<file path="src/rtl/cdb_rr_arb.sv">
// Round-robin CDB arbiter: per-FU result FIFOs feeding one broadcast bus.
// Optional flush support is compiled in with CDB_ARB_FLUSH_EN.
module cdb_rr_arb #(
   parameter int NUM_FU    = 3,
   parameter int TAG_W     = 7,
   parameter int PRD_W     = 7,
   parameter int DATA_W    = 32,
   parameter int BUF_DEPTH = 2
) (
   input  logic                        clk,
   input  logic                        rst_n,
   input  logic [NUM_FU-1:0]           fu_valid_i,
   output logic [NUM_FU-1:0]           fu_ready_o,
   input  logic [NUM_FU*TAG_W-1:0]     fu_rob_tag_i,
   input  logic [NUM_FU*PRD_W-1:0]     fu_prd_i,
   input  logic [NUM_FU*DATA_W-1:0]    fu_data_i,
   input  logic [NUM_FU-1:0]           fu_rd_used_i,
`ifdef CDB_ARB_FLUSH_EN
   input  logic                        flush_i,
`endif
   output logic                        cdb_valid_o,
   output logic [TAG_W-1:0]            cdb_rob_tag_o,
   output logic [PRD_W-1:0]            cdb_prd_o,
   output logic [DATA_W-1:0]           cdb_data_o,
   output logic [$clog2(NUM_FU)-1:0]   cdb_src_o
);

   localparam int SRC_W = $clog2(NUM_FU);
   localparam int PTR_W = (BUF_DEPTH > 1) ? $clog2(BUF_DEPTH) : 1;
   localparam int CNT_W = $clog2(BUF_DEPTH + 1);
   localparam int ENT_W = TAG_W + PRD_W + DATA_W;

   logic [ENT_W-1:0]  mem_r    [NUM_FU][BUF_DEPTH];
   logic [PTR_W-1:0]  wr_ptr_r [NUM_FU];
   logic [PTR_W-1:0]  rd_ptr_r [NUM_FU];
   logic [CNT_W-1:0]  count_r  [NUM_FU];
   logic [SRC_W-1:0]  rr_ptr_r;

   logic [NUM_FU-1:0] ready_s;
   logic [NUM_FU-1:0] nonempty_s;
   logic [NUM_FU-1:0] push_s;
   logic [NUM_FU-1:0] pop_s;
   logic              grant_valid_s;
   logic [SRC_W-1:0]  grant_idx_s;
   logic [ENT_W-1:0]  head_s;
   logic              bcast_s;
   logic              flush_s;

`ifdef CDB_ARB_FLUSH_EN
   assign flush_s = flush_i;
`else
   assign flush_s = 1'b0;
`endif

   assign fu_ready_o = ready_s;

   function automatic logic [PTR_W-1:0] next_ptr(input logic [PTR_W-1:0] p);
      if (p == PTR_W'(BUF_DEPTH - 1)) begin
         return {PTR_W{1'b0}};
      end else begin
         return p + PTR_W'(1);
      end
   endfunction

   // Per-channel occupancy status and push qualification
   always_comb begin
      ready_s    = {NUM_FU{1'b0}};
      nonempty_s = {NUM_FU{1'b0}};
      push_s     = {NUM_FU{1'b0}};
      for (int i = 0; i < NUM_FU; i++) begin
         ready_s[i]    = (count_r[i] < CNT_W'(BUF_DEPTH));
         nonempty_s[i] = (count_r[i] != {CNT_W{1'b0}});
         push_s[i]     = fu_valid_i[i] & ready_s[i] & ~flush_s;
      end
   end

   // Rotating-priority search: channels at or above rr_ptr first, then the wrap-around
   always_comb begin
      grant_valid_s = 1'b0;
      grant_idx_s   = {SRC_W{1'b0}};
      for (int i = 0; i < NUM_FU; i++) begin
         if (!grant_valid_s && nonempty_s[i] && (SRC_W'(i) >= rr_ptr_r)) begin
            grant_valid_s = 1'b1;
            grant_idx_s   = SRC_W'(i);
         end else begin
         end
      end
      for (int i = 0; i < NUM_FU; i++) begin
         if (!grant_valid_s && nonempty_s[i] && (SRC_W'(i) < rr_ptr_r)) begin
            grant_valid_s = 1'b1;
            grant_idx_s   = SRC_W'(i);
         end else begin
         end
      end
   end

   // Head mux of the granted channel and CDB drive
   always_comb begin
      head_s  = {ENT_W{1'b0}};
      pop_s   = {NUM_FU{1'b0}};
      bcast_s = grant_valid_s & ~flush_s;
      for (int i = 0; i < NUM_FU; i++) begin
         if (grant_idx_s == SRC_W'(i)) begin
            head_s   = mem_r[i][rd_ptr_r[i]];
            pop_s[i] = bcast_s;
         end else begin
         end
      end
      cdb_valid_o = bcast_s;
      if (bcast_s) begin
         {cdb_rob_tag_o, cdb_prd_o, cdb_data_o} = head_s;
         cdb_src_o = grant_idx_s;
      end else begin
         cdb_rob_tag_o = {TAG_W{1'b0}};
         cdb_prd_o     = {PRD_W{1'b0}};
         cdb_data_o    = {DATA_W{1'b0}};
         cdb_src_o     = {SRC_W{1'b0}};
      end
   end

   // FIFO storage, pointers, counts and round-robin pointer
   always_ff @(posedge clk or negedge rst_n) begin
      if (!rst_n) begin
         for (int i = 0; i < NUM_FU; i++) begin
            for (int j = 0; j < BUF_DEPTH; j++) begin
               mem_r[i][j] <= {ENT_W{1'b0}};
            end
            wr_ptr_r[i] <= {PTR_W{1'b0}};
            rd_ptr_r[i] <= {PTR_W{1'b0}};
            count_r[i]  <= {CNT_W{1'b0}};
         end
         rr_ptr_r <= {SRC_W{1'b0}};
      end else begin
         for (int i = 0; i < NUM_FU; i++) begin
            if (flush_s) begin
               wr_ptr_r[i] <= {PTR_W{1'b0}};
               rd_ptr_r[i] <= {PTR_W{1'b0}};
               count_r[i]  <= {CNT_W{1'b0}};
            end else begin
               // prd is masked on entry so the CDB never advertises a bogus destination
               if (push_s[i]) begin
                  mem_r[i][wr_ptr_r[i]] <= {fu_rob_tag_i[i*TAG_W +: TAG_W],
                                            fu_rd_used_i[i] ? fu_prd_i[i*PRD_W +: PRD_W] : {PRD_W{1'b0}},
                                            fu_data_i[i*DATA_W +: DATA_W]};
                  wr_ptr_r[i] <= next_ptr(wr_ptr_r[i]);
               end
               if (pop_s[i]) begin
                  rd_ptr_r[i] <= next_ptr(rd_ptr_r[i]);
               end
               case ({push_s[i], pop_s[i]})
                  2'b10:   count_r[i] <= count_r[i] + CNT_W'(1);
                  2'b01:   count_r[i] <= count_r[i] - CNT_W'(1);
                  default: count_r[i] <= count_r[i];
               endcase
            end
         end
         if (flush_s) begin
            rr_ptr_r <= {SRC_W{1'b0}};
         end else if (grant_valid_s) begin
            rr_ptr_r <= (grant_idx_s == SRC_W'(NUM_FU - 1)) ? {SRC_W{1'b0}} : grant_idx_s + SRC_W'(1);
         end
      end
   end

endmodule

</file>
<file path="config.mk">
export PLATFORM = sky130hd
export DESIGN_NAME = cdb_rr_arb
export DESIGN_NICKNAME = d
export VERILOG_FILES = /design/src/rtl/cdb_rr_arb.sv
export SDC_FILE = /design/constraint.sdc
export NUM_CORES = 1
export LEC_CHECK = 0
export ABC_AREA = 0
export BUFFER_PORTS_ARGS = -buffer_cell sky130_fd_sc_hd__buf_2
export CAP_MARGIN = 5
export CORE_ASPECT_RATIO = 0.5
export CORE_MARGIN = 2
export CORE_UTILIZATION = 62
export CTS_CLUSTER_DIAMETER = 200
export CTS_CLUSTER_SIZE = 30
export DETAILED_ROUTE_END_ITERATION = 6
export GPL_ROUTABILITY_DRIVEN = 1
export GPL_TIMING_DRIVEN = 0
export MAX_ROUTING_LAYER = met4
export PLACE_DENSITY = 0.86
export SETUP_SLACK_MARGIN = 0.02
export SLEW_MARGIN = 10
export SYNTH_ARGS = -nofsm -noshare
export SYNTH_HDL_FRONTEND = slang
export SYNTH_SLANG_ARGS = --single-unit
</file>
<file path="constraint.sdc">
create_clock -name clk -period 5.66 [get_ports clk]
set_input_delay 1.415 -clock clk [delete_from_list [all_inputs] [get_ports clk]]
set_output_delay 1.415 -clock clk [all_outputs]
set_load 0.1 [all_outputs]
</file>
==> metrics.csv <==
stage,metric,value,unit
sta,setup TNS,0,ps
drt,via count,10306,
sta,final setup vio count,0,
drt,met1 wire length,16000,µm
worst_setup_path,worst-path fanout max,10,
sta,fin crit period,4750,ps
cts,worst skew pair latency,490,ps
yosys,ranking of synthesized cells by area,"dfrtp_1, mux2_2, nand2_1",
global_routing,grt ovf,0,
yosys,#FFs+latches synth,290,
die,DIE WIDTH,212,µm
cts,CTS buffer count,13,
die,I/O pins,198,
final_layout,nets@finish,1607,
drt,DR DRC count,0,
job,max-cap viol count,0,
final_layout,Layout Cells excl Fill,1752,
global_routing,initial antenna violation count,3,
die,Initial Utilization,64.1,%
outcome,status,finished clean,
worst_setup_path,Arrival @ worst endpoint,3330,ps
global_routing,GRT Util Overall,33.6,%
drt,initial DRC count,950,
die,FP Rows,37,
cts,H-tree depth,1,
sta,clk_skew,17.2,ps
yosys,Synth top area share,54.2,%
yosys,Yosys cell types,37,
cts,Max clock buf depth,3,
cts,Clock Root Buffer,clkbuf_16,
final_layout,Storage cell area,7260,µm²
final_layout,share of layout cells above drive strength 1,28.6,%
placement,number of port buffers,197,
worst_setup_path,Worst EP required,4240,ps
yosys,"Top FF cell, synth",dfrtp_1,
global_routing,vias in the first global route,10259,
cts,CTS tree,built,
placement,post-detail-place hpwl,27400,µm
sta,Worst slew margin,33.5,%
worst_setup_path,crit start category,flop,
cts,Clock Sinks,290,
drt,DR top layer,met4,
sta,Tightest Pin Transition,997,ps
yosys,yosys warns,0,
sta,period utilization,83.9,%
sta,"Slew Viols, Final",0,
drt,met2 wire length,16800,µm
final_layout,Layout area overhead,13.2,%
placement,placed cell count,1735,
drt,final antenna-violating net count,0,
die,area of the core,20900,µm²
worst_setup_path,Crit. End Element,output port,
yosys,Synth area leader,dfrtp_1,
final_layout,Layout fillers,1426,
yosys,Post-synth ARST share,100,%
global_routing,first-pass GRT wire length,56400,µm
die,die area,22900,µm²
sta,final hold violation count,0,
sta,FMAX,211,MHz
final_layout,multi-input combinational cell area,5760,µm²
placement,Final Wtd Congestion,0.950,
cts,"Reg clk slew, reported paths",110,ps
yosys,Syn Nets,1393,
cts,# hold bufs at CTS,0,
worst_setup_path,crit path kind,reg -> out,
drt,Total Wirelength,36500,µm
drt,Routed WL per cell,20.8,µm
yosys,Post-Syn Instances,1244,
cts,Setup Buffers After CTS,0,
sta,RSZ-0062 raised after global routing,no,
drt,vias per inst,5.88,
drt,routed wl met3,2790,µm
yosys,Post-synth EDFFs,0,
yosys,Post-Syn Area,13400,µm²
die,die height,108,µm
worst_hold_path,hold crit path type,reg -> reg,
global_routing,largest net degree at the start of global routing,114,
cts,Post-CTS Resized,0,
yosys,"Seq/Total Area, Yosys",54.2,%
drt,router iterations before antenna repair,5,
yosys,synthesized area per cell,10.8,µm²
[flip-flops by register name, summed over array words and instances (netlist names)]
| name | count |
|---|---|
| count_r | 6 |
| mem_r | 276 |
| rd_ptr_r | 3 |
| rr_ptr_r | 2 |
| wr_ptr_r | 3 |
[worst max-delay path, stage by stage, from the launching register on]
cell      delay, ps
dfrtp_1         390
buf_2           160
o21ba_1         260
a221oi_4        490
buf_6           240
mux2_2          390
a221oi_1        420
buf_2           510
[through the flow]
step           cell area, µm²  hold WS (ps)  setup slack (ps)  util [%]
5_1_grt                 15100           506               858      72.5
3_3_place_gp            14700           453             -1780      70.6
6_report                15100           486               911      72.5
2_1_floorplan           13400           442               360         -
3_5_place_dp            14800           461              1550      70.9
4_1_cts                 15100           486              1000      72.5
[synthesized netlist by cell type (3+ instances only)]
cell      instances
inv_1             6
buf_4             6
a221oi_1          3
o21ai_0          44
mux2_2          169
xnor2_1          10
a22oi_1           5
nand2_1         426
ha_1              3
nand3_1           3
or2_2             3
o31ai_1           6
mux2i_1         125
mux2_1            6
nand2b_1          3
nor2_1            7
clkbuf_1         47
a21oi_1           8
dfrtp_1         290
o22ai_1          32
buf_2            19
[path summary, 6_finish.rpt]
kind	endpoint	from	depth (start not counted)	slack, ps
hold / removal	mem_r[33]	mem_r[33]	2	490
hold reg to reg	mem_r[33]	mem_r[33]	2	490
min in group asynchronous	mem_r[51]	rst_n	1	930
setup reg to reg	count_r[1]	rr_ptr_r[1]	10	3220
max in group asynchronous	mem_r[122]	rst_n	3	3380
setup / recovery	cdb_data_o[21]	count_r[0]	7	910
[layout make-up]
class | count | share of cell area [%]
multi-input combinational | 872 | 38.0
sequential | 290 | 47.9
buffer | 76 | 2.31
clock inverter | 1 | 0.0743
clock buffer | 13 | 2.15
timing repair buffer | 199 | 6.94
inverter | 6 | 0.149
antenna | 3 | 0.0496
tap | 292 | 2.41
[cells by family (layout without fill, tap and decap cells)]
group,after synthesis,after routing,synth area share (%)
compound gates,106,106,4.92
xor+xnor,12,12,0.785
fa+ha+maj,3,3,0.280
buf+inv,82,295,2.79
flops,290,290,54.2
mux,300,300,24.1
other cells,0,3,0
simple gates,451,451,12.9
[metal layers]
metal,GRT usage [%],vias to the layer above
met3,5.72,78
met2,51.6,441
met5,-,-
met1,47.3,5200
met4,8.20,0
li1,-,4587
[layout by cell type, fill, tap and decap left out, drive strengths merged, types with 2 or more instances in the layout]
master  Yosys  layout
diode       0       3
mux2i     125     125
nand2     426     426
nor3        2       2
inv         6       7
a22oi       5       5
xnor2      10      10
a21o        2       2
o31ai       6       6
a21oi       8       8
nor2b       2       2
nor2        9       9
mux2      175     175
dfrtp     290     290
nand2b      3       3
buf        29     228
o22ai      32      32
or2         5       5
ha          3       3
o21ai      44      44
clkbuf     47      60
a221oi      4       4
xor2        2       2
nand3       3       3
Power is left out: the tool's default activity adds up to more than one toggle a clock period on the data nets, which glitch-free logic cannot reach.
